===== src/rtl/alu_share_arb_pkg.sv =====
// Shared constants for the two-requester ALU arbiter: ALU_ctl codes,
// response-register states and the requester-id width.
package alu_share_arb_pkg;

  localparam logic [3:0] CTL_AND = 4'b0000;
  localparam logic [3:0] CTL_OR  = 4'b0001;
  localparam logic [3:0] CTL_ADD = 4'b0010;
  localparam logic [3:0] CTL_SUB = 4'b0110;
  localparam logic [3:0] CTL_SLT = 4'b0111;
  localparam logic [3:0] CTL_NOR = 4'b1100;

  localparam int unsigned ID_W = 1;

  typedef logic [ID_W-1:0] req_id_t;

  typedef enum logic {
    ST_EMPTY = 1'b0,
    ST_FULL  = 1'b1
  } state_t;

endpackage


===== src/rtl/alu_share_arb_alu.sv =====
// Team 32-bit combinational ALU: AND/OR/ADD/SUB/SLT/NOR with zero and
// signed-overflow flags. Unknown ctl codes yield a zero result.
module alu_share_arb_alu
  import alu_share_arb_pkg::*;
(
  input  logic [31:0] a,
  input  logic [31:0] b,
  input  logic [3:0]  ctl,
  output logic [31:0] result,
  output logic        zero,
  output logic        overflow
);

  logic [31:0] sum;
  logic [31:0] diff;

  assign sum  = a + b;
  assign diff = a - b;

  always_comb begin
    result   = '0;
    overflow = 1'b0;
    case (ctl)
      CTL_AND: result = a & b;
      CTL_OR:  result = a | b;
      CTL_ADD: begin
        result   = sum;
        overflow = (a[31] == b[31]) && (sum[31] != a[31]);
      end
      CTL_SUB: begin
        result   = diff;
        overflow = (a[31] != b[31]) && (diff[31] != a[31]);
      end
      CTL_SLT: result = {31'b0, ($signed(a) < $signed(b))};
      CTL_NOR: result = ~(a | b);
      default: result = '0;
    endcase
  end

  assign zero = (result == '0);

endmodule


===== src/rtl/alu_share_arb.sv =====
// Two requesters share one ALU; results land in a single response register.
// Define ALU_SHARE_ARB_FIXED_PRIO_EN for fixed priority (req0 wins) instead of round-robin.
module alu_share_arb
  import alu_share_arb_pkg::*;
(
  input  logic        clk,
  input  logic        rst_n,
  input  logic        req0_valid,
  output logic        req0_ready,
  input  logic [31:0] req0_a,
  input  logic [31:0] req0_b,
  input  logic [3:0]  req0_ctl,
  input  logic        req1_valid,
  output logic        req1_ready,
  input  logic [31:0] req1_a,
  input  logic [31:0] req1_b,
  input  logic [3:0]  req1_ctl,
  output logic        rsp_valid,
  input  logic        rsp_ready,
  output logic        rsp_id,
  output logic [31:0] rsp_result,
  output logic        rsp_zero,
  output logic        rsp_overflow,
  output logic        rsp_err
);

  state_t      state, state_nx;
  req_id_t     grant;
  logic        issue;
  logic [31:0] alu_a, alu_b, alu_result;
  logic [3:0]  alu_ctl;
  logic        alu_zero, alu_overflow, ctl_legal;

`ifdef ALU_SHARE_ARB_FIXED_PRIO_EN
  always_comb begin
    grant = req0_valid ? req_id_t'(0) : req_id_t'(1);
  end
`else
  req_id_t last_grant;

  always_comb begin
    if (req0_valid && req1_valid) grant = ~last_grant;
    else                          grant = req0_valid ? req_id_t'(0) : req_id_t'(1);
  end

  always_ff @(posedge clk or negedge rst_n) begin
    if (!rst_n)     last_grant <= req_id_t'(1);
    else if (issue) last_grant <= grant;
  end
`endif

  // rst_n gate keeps ready low during reset even though state reads EMPTY
  always_comb begin
    state_nx   = state;
    issue      = rst_n && (req0_valid || req1_valid) && ((state == ST_EMPTY) || rsp_ready);
    req0_ready = issue && (grant == req_id_t'(0));
    req1_ready = issue && (grant == req_id_t'(1));
    case (state)
      ST_EMPTY: if (issue) state_nx = ST_FULL;
      ST_FULL:  if (rsp_ready && !issue) state_nx = ST_EMPTY;
      default:  state_nx = ST_EMPTY;
    endcase
  end

  assign alu_a   = (grant == req_id_t'(1)) ? req1_a   : req0_a;
  assign alu_b   = (grant == req_id_t'(1)) ? req1_b   : req0_b;
  assign alu_ctl = (grant == req_id_t'(1)) ? req1_ctl : req0_ctl;

  assign ctl_legal = (alu_ctl == CTL_AND) || (alu_ctl == CTL_OR)  ||
                     (alu_ctl == CTL_ADD) || (alu_ctl == CTL_SUB) ||
                     (alu_ctl == CTL_SLT) || (alu_ctl == CTL_NOR);

  alu_share_arb_alu u_alu (
    .a        (alu_a),
    .b        (alu_b),
    .ctl      (alu_ctl),
    .result   (alu_result),
    .zero     (alu_zero),
    .overflow (alu_overflow)
  );

  always_ff @(posedge clk or negedge rst_n) begin
    if (!rst_n) begin
      state        <= ST_EMPTY;
      rsp_id       <= 1'b0;
      rsp_result   <= '0;
      rsp_zero     <= 1'b0;
      rsp_overflow <= 1'b0;
      rsp_err      <= 1'b0;
    end else begin
      state <= state_nx;
      if (issue) begin
        rsp_id       <= grant;
        rsp_result   <= alu_result;
        rsp_zero     <= alu_zero;
        rsp_overflow <= alu_overflow;
        rsp_err      <= !ctl_legal;
      end
    end
  end

  assign rsp_valid = (state == ST_FULL);

endmodule


===== config.mk =====
export PLATFORM = sky130hd
export DESIGN_NAME = alu_share_arb
export DESIGN_NICKNAME = d
export VERILOG_FILES = /design/src/rtl/alu_share_arb_pkg.sv /design/src/rtl/alu_share_arb_alu.sv /design/src/rtl/alu_share_arb.sv
export SDC_FILE = /design/constraint.sdc
export NUM_CORES = 1
export LEC_CHECK = 0
export ABC_AREA = 0
export CAP_MARGIN = 0
export CORE_MARGIN = 2
export CORE_UTILIZATION = 50
export CTS_CLUSTER_SIZE = 8
export DETAILED_ROUTE_END_ITERATION = 6
export GPL_TIMING_DRIVEN = 1
export PLACE_DENSITY_LB_ADDON = 0.1
export SLEW_MARGIN = 20
export SYNTH_ARGS = -nofsm -noshare
export SYNTH_HDL_FRONTEND = slang
export SYNTH_SLANG_ARGS = --single-unit

===== constraint.sdc =====
create_clock -name clk -period 6.68 [get_ports clk]
set_input_delay 2.004 -clock clk [delete_from_list [all_inputs] [get_ports clk]]
set_output_delay 2.004 -clock clk [all_outputs]
set_load 0.02 [all_outputs]

Yosys cells after proc, flatten, opt, wreduce, memory -nomap -nowiden

Cells that the tools add are included.
W data, S select, Z words.

Input bits: 141
Logic and storage cells: 54
Flip-flop bits (word level): 38
Output and inout bits: 39

$add $sub $neg: 2
Reduce and logical (&&, ||, !) cells: 19
Bitwise logic cells: 6
Mux-type cells: 10
$lt $le $gt $ge: 1
Equality and inequality tests: 9

Operators by type and width:

| kind                 | number |
|---|---|
| $pmux W32 S6         | 1 |
| $mux W32             | 2 |
| $add A32 B32 Y32     | 1 |
| $and A32 B32 Y32     | 1 |
| $logic_not A32 Y1    | 1 |
| $lt A32 B32 Y1       | 1 |
| $not A32 Y32         | 1 |
| $or A32 B32 Y32      | 1 |
| $sub A32 B32 Y32     | 1 |
| $eq A4 B3 Y1 const B | 2 |
| $logic_and A1 B1 Y1  | 8 |
| $logic_or A1 B1 Y1   | 7 |
| $eq A4 B1 Y1 const B | 1 |
| $eq A4 B2 Y1 const B | 1 |
| $eq A4 B4 Y1 const B | 1 |
| $logic_not A4 Y1     | 1 |
| $mux W1              | 4 |
| $mux W4              | 1 |
| $pmux W1 S2          | 2 |
| $ne A1 B1 Y1         | 3 |
| $not A1 Y1           | 3 |
| $logic_not A1 Y1     | 2 |
| $eq A1 B1 Y1         | 1 |

Logic depth before layout (Yosys ltp)

Depth in word-level cells: 10
Gate-level depth with buffers: 21
Gate-level depth less buffers: 18

Modules after synthesis

From an unflattened synthesis, not the netlist that was laid out.

Cells, all modules: 1027
Area total of the unflattened synthesis: 7985.2 um2

By module, submodules not included:

| module            | area each (um2) | sequential area each (um2) | times used | cells an instance |
|---|---|---|---|---|
| alu_share_arb_alu | 5621.6          | 0.0                        | 1          | 853 |
| alu_share_arb     | 2363.5          | 952.2                      | 1          | 174 |

Worst setup path before layout

OpenSTA, ideal clock, no wires.

Kind: input to register
Start: in req0_valid
End: reg rsp_zero
Library setup time: 95 ps
Buffers on the path: 3
Setup slack: -630 ps
Stages on the path: 21
Required time: 6585 ps
Arrival time: 7214 ps
Path through: buf_2 -> inv_2 -> nor2_4 -> buf_1 -> buf_1 -> mux2i_1 -> inv_1 -> ha_1 -> fa_1 -> a21o_1 -> a221o_1 -> a41oi_2 -> nor3_2 -> o21ai_2 -> a21oi_2 -> or4b_1 -> a31o_1 -> or4_4 -> nor4b_2 -> nand4_1 -> o31ai_1

Longest elaborated chain between the ends: 7
Elaborated cells between the ends (all ways): 23
Classes of those cells: 2 x add/sub; 1 x order compare; 5 x eq/ne; 6 x mux; 3 x bitwise; 6 x reduce/logical

Ends and longest elaborated chain:

| item                                                     | RTL line            | RTL |
|---|---|---|
| from (decl)                                              | alu_share_arb.sv:8  | `input logic req0_valid,` |
| branches (longest 7 deep; another with $sub A32 B32 Y32) | -                   |  |
| to (signal assigned)                                     | alu_share_arb.sv:95 | `rsp_zero <= alu_zero;` |
| to (decl)                                                | alu_share_arb.sv:22 | `output logic rsp_zero,` |

Several ways; the timed one is not identified.
A chain may end at the register's enable or synchronous reset.

Worst setup path after layout

Start: in req1_valid
End: reg rsp_zero

Longest elaborated chain between the ends: 7
Elaborated cells between the ends (all ways): 22
Classes of those cells: 2 x add/sub; 1 x order compare; 5 x eq/ne; 5 x mux; 3 x bitwise; 6 x reduce/logical

Ends and longest elaborated chain:

| item                                                     | RTL line            | RTL |
|---|---|---|
| from (decl)                                              | alu_share_arb.sv:13 | `input logic req1_valid,` |
| branches (longest 7 deep; another with $sub A32 B32 Y32) | -                   |  |

Several ways; the timed one is not identified.

==> qor.csv <==
metric,value,unit
asr flop ratio synth,100.0,%
Core ar.,15260,um^2
Ys Warns,0,
grt met3 use,8.464,%
Sw Share,43.91,%
Worst EP arrival,6.82,ns
CTS Root Buffer Type,clkbuf_16,
PnR Total Power,2.408,mW
"Seq/Total Area, Yosys",12.17,%
Final Hold Fails,0,
Top Usage Layer GRT,met2,
DIE AREA,16670,um^2
Yosys top cell area share,16.15,%
worst vdd ir,0.1376,mV
Crit Path Category,primary input to flip-flop,
sequential share of power,13.1,%
gr usage total,39.27,%
Synth area leaders,"ha_1, dfrtp_1, nand2_1, nor2_1, mux2i_1",
Crit. End Element,flip-flop,
DP Worst Slack,-0.4622,ns
combinational share of power,76.0,%
"antenna viol nets, final",0,
type of the tightest min-delay check,flip-flop to flip-flop,
Clock Power Share,10.9,%
Initial Util,51.28,%
Final min period,6.623,ns
initial antenna violation count,1,
skew final,0.002251,ns
most used flip-flop cell after synthesis,dfrtp_1,
Syn-to-layout area delta,59.55,%
GR Layer Usage met2,64.02,%
Top-Level Pins,180,
TritonCTS Sinks,38,
Mapped Area,7825,um^2
"Reg clk slew, reported paths",0.05,ns
setup violators final,0,
final wirelength,34.39,mm
status,completed,
Fmax achieved,151.0,MHz
number of global-route vias before repair,10149,
Via density,5.982,
gpl congestion,1.036,
Avg WL per Cell,19.53,um
Post-DP HPWL,25.86,mm
drt drc,0,
CP Launch Type,primary input,
CTS HTree Levels,2,
Slew HR,37.79,%
Netlist cell types,95,
clk_lat worst skew,0.28,ns
die height,129.1,um
first-pass GRT wire length,51.83,mm
1st-iter DRT viols,1154,
Slew Limit Fails,0,
IO buf count,179,
Mapped Cells,1116,
total number of vias,10535,
DR pass1 iterations,6,
Seq cells post-synth,38,
"EDFF count, synth",0,
syn_nets,1360,
max-cap violations,0,
P_sw,1.057,mW
Worst Tran Pin Value,0.9234,ns
grt met1 use,51.96,%
Filler Cells Inserted,972,
aggregate global routing overflow,0,
CTS buffer count,5,
share of cells above drive strength 1,27.10,%
CP required,6.87,ns
Die Width,129.1,um
largest net degree at the start of global routing,39,
n_diodes,0,
utilization after layout,81.82,%
Clock Tree Buf Depth,2,
Final WS setup,0.05733,ns
Syn Area/Cell,7.012,um^2
fin nets,1793,
CTS tree,done,
hold_ws,0.4713,ns
Setup TNS Final,0,ns
Internal,1.351,mW
Leak,5.986,nW
Tcrit/Tclk final,99.14,%
PwrDens,192.9,nW/um^2
crit-path max FO,10,
cell taking the most area after synthesis,ha_1,
Cell Rows,45,
-- cell families (layout without fill, tap and decap cells) --
| family | Yosys count | in the layout | share of synthesized area, % |
|---|---|---|---|
| and+or+nand+nor | 462 | 462 | 26.62 |
| AOI/OAI and AO/OA | 304 | 304 | 28.11 |
| buffers and inverters | 149 | 583 | 8.922 |
| adders and majority gates | 103 | 103 | 16.66 |
| muxes | 41 | 41 | 5.388 |
| DFF | 38 | 38 | 12.17 |
| xor gates and xnor gates | 19 | 19 | 2.127 |
-- final timing paths --
path,slack [ns],cells past startpoint,start,end
max,0.06,21,req1_valid,rsp_zero$_DFFE_PN0P_
min,0.47,2,rsp_result[10]$_DFFE_PN0P_,rsp_result[10]$_DFFE_PN0P_
max reg2reg,1.36,20,last_grant$_DFFE_PN1P_,rsp_zero$_DFFE_PN0P_
min reg2reg,0.47,2,rsp_result[10]$_DFFE_PN0P_,rsp_result[10]$_DFFE_PN0P_
max in group asynchronous,4.43,2,rst_n,last_grant$_DFFE_PN1P_
min in group asynchronous,1.91,2,rst_n,rsp_overflow$_DFFE_PN0P_
-- cell type report --
class                   instances  area, um^2  share of cell area (%)
clock buffers                   7       132.6                   1.062
clock inverters                 1       30.03                  0.2405
inverters                      91       341.6                   2.736
multi-input cells             929        6589                   52.78
flip-flops and latches         38       952.2                   7.627
well taps                     211       264.0                   2.115
repair buffers                484        4175                   33.44
-- power by group through the flow --
stage / Clock [mW] / Combinational, mW / Sequential (mW)
after floorplan: 0 / 0.795 / 0.376
after global placement: 0 / 1.61 / 0.313
after detailed placement: 0 / 1.64 / 0.317
after CTS: 0.264 / 1.71 / 0.315
after global routing: 0.274 / 1.95 / 0.320
final: 0.263 / 1.83 / 0.315
-- cells in the final DEF (no fill, tap or decap), types with 7 or more instances in the layout --
cell,synthesis,routed
ha_4,0,11
a221oi_1,24,24
xnor2_1,16,16
clkdlybuf4s50_1,0,176
a221o_1,14,14
nor2_1,112,107
buf_4,2,293
nand4_1,17,17
mux2i_1,35,19
mux2i_2,0,7
nand3_1,17,17
nor3_1,19,19
mux2i_4,0,9
o21ai_0,51,48
nand2b_1,9,9
o221a_2,7,7
a21oi_1,61,58
a31oi_1,12,12
dfrtp_1,37,37
nor2b_1,16,14
a211oi_1,14,10
o221ai_1,9,9
ha_1,101,90
a21o_1,11,11
inv_1,90,83
o31ai_1,11,9
o211ai_1,12,12
nor4_1,8,7
nand2_1,220,217
inv_2,1,8
-- Yosys cell counts (12+ instances only) --
cell	count
a211oi_1	14
a21oi_1	61
a221o_1	14
a221oi_1	24
a31oi_1	12
clkbuf_1	31
dfrtp_1	37
ha_1	101
inv_1	90
mux2i_1	35
nand2_1	220
nand3_1	17
nand4_1	17
nor2_1	112
nor2b_1	16
nor3_1	19
o211ai_1	12
o21ai_0	51
xnor2_1	16
-- flip-flops by register name, summed over array words and instances (netlist names) --
| signal | flops |
|---|---|
| rsp_overflow | 1 |
| last_grant | 1 |
| rsp_id | 1 |
| rsp_valid | 1 |
| rsp_result | 32 |
| rsp_err | 1 |
| rsp_zero | 1 |
-- critical path: stages --
cell and delay [ns]:
dlygate4sd2_1 0.25, and2b_2 0.22, nor2_4 0.24, buf_6 0.15, buf_16 0.15, buf_4 0.14
nand2_1 0.05, nand2_1 0.14, ha_4 0.26, inv_1 0.14, a221oi_4 0.10, o211a_1 0.29
o211ai_1 0.46, a31oi_2 0.17, a211oi_2 0.27, or4b_1 0.45, a31o_1 0.21, or4_4 0.53
nor4b_4 0.25, nand4_1 0.12, o31ai_1 0.21
-- metal layers --
layer	vias to the layer above	share of wire, %	wire length (um)
li1	4845	-	-
met1	4903	40	13880
met2	676	45	15540
met3	109	11	3908
met4	2	3.1	1050
met5	-	0.041	14
-- metrics by stage --
step / cell area [um^2] / std cells
after global routing: 12480 / 1761
final: 12480 / 1761
after detailed placement: 11720 / 1733
after floorplan: 7854 / 1116
after global placement: 11720 / 1733
after CTS: 12230 / 1755
-- timing repair --
action / CTS / global route
hold buffers: 0 / 0
pin swaps: 19 / 17
setup endpoints to repair: 1 / 3
buffers inserted: 12 / 7
gates resized for setup: 39 / 48
gates cloned: 2 / 0
Note: power is estimated with default switching activity, not from simulation.
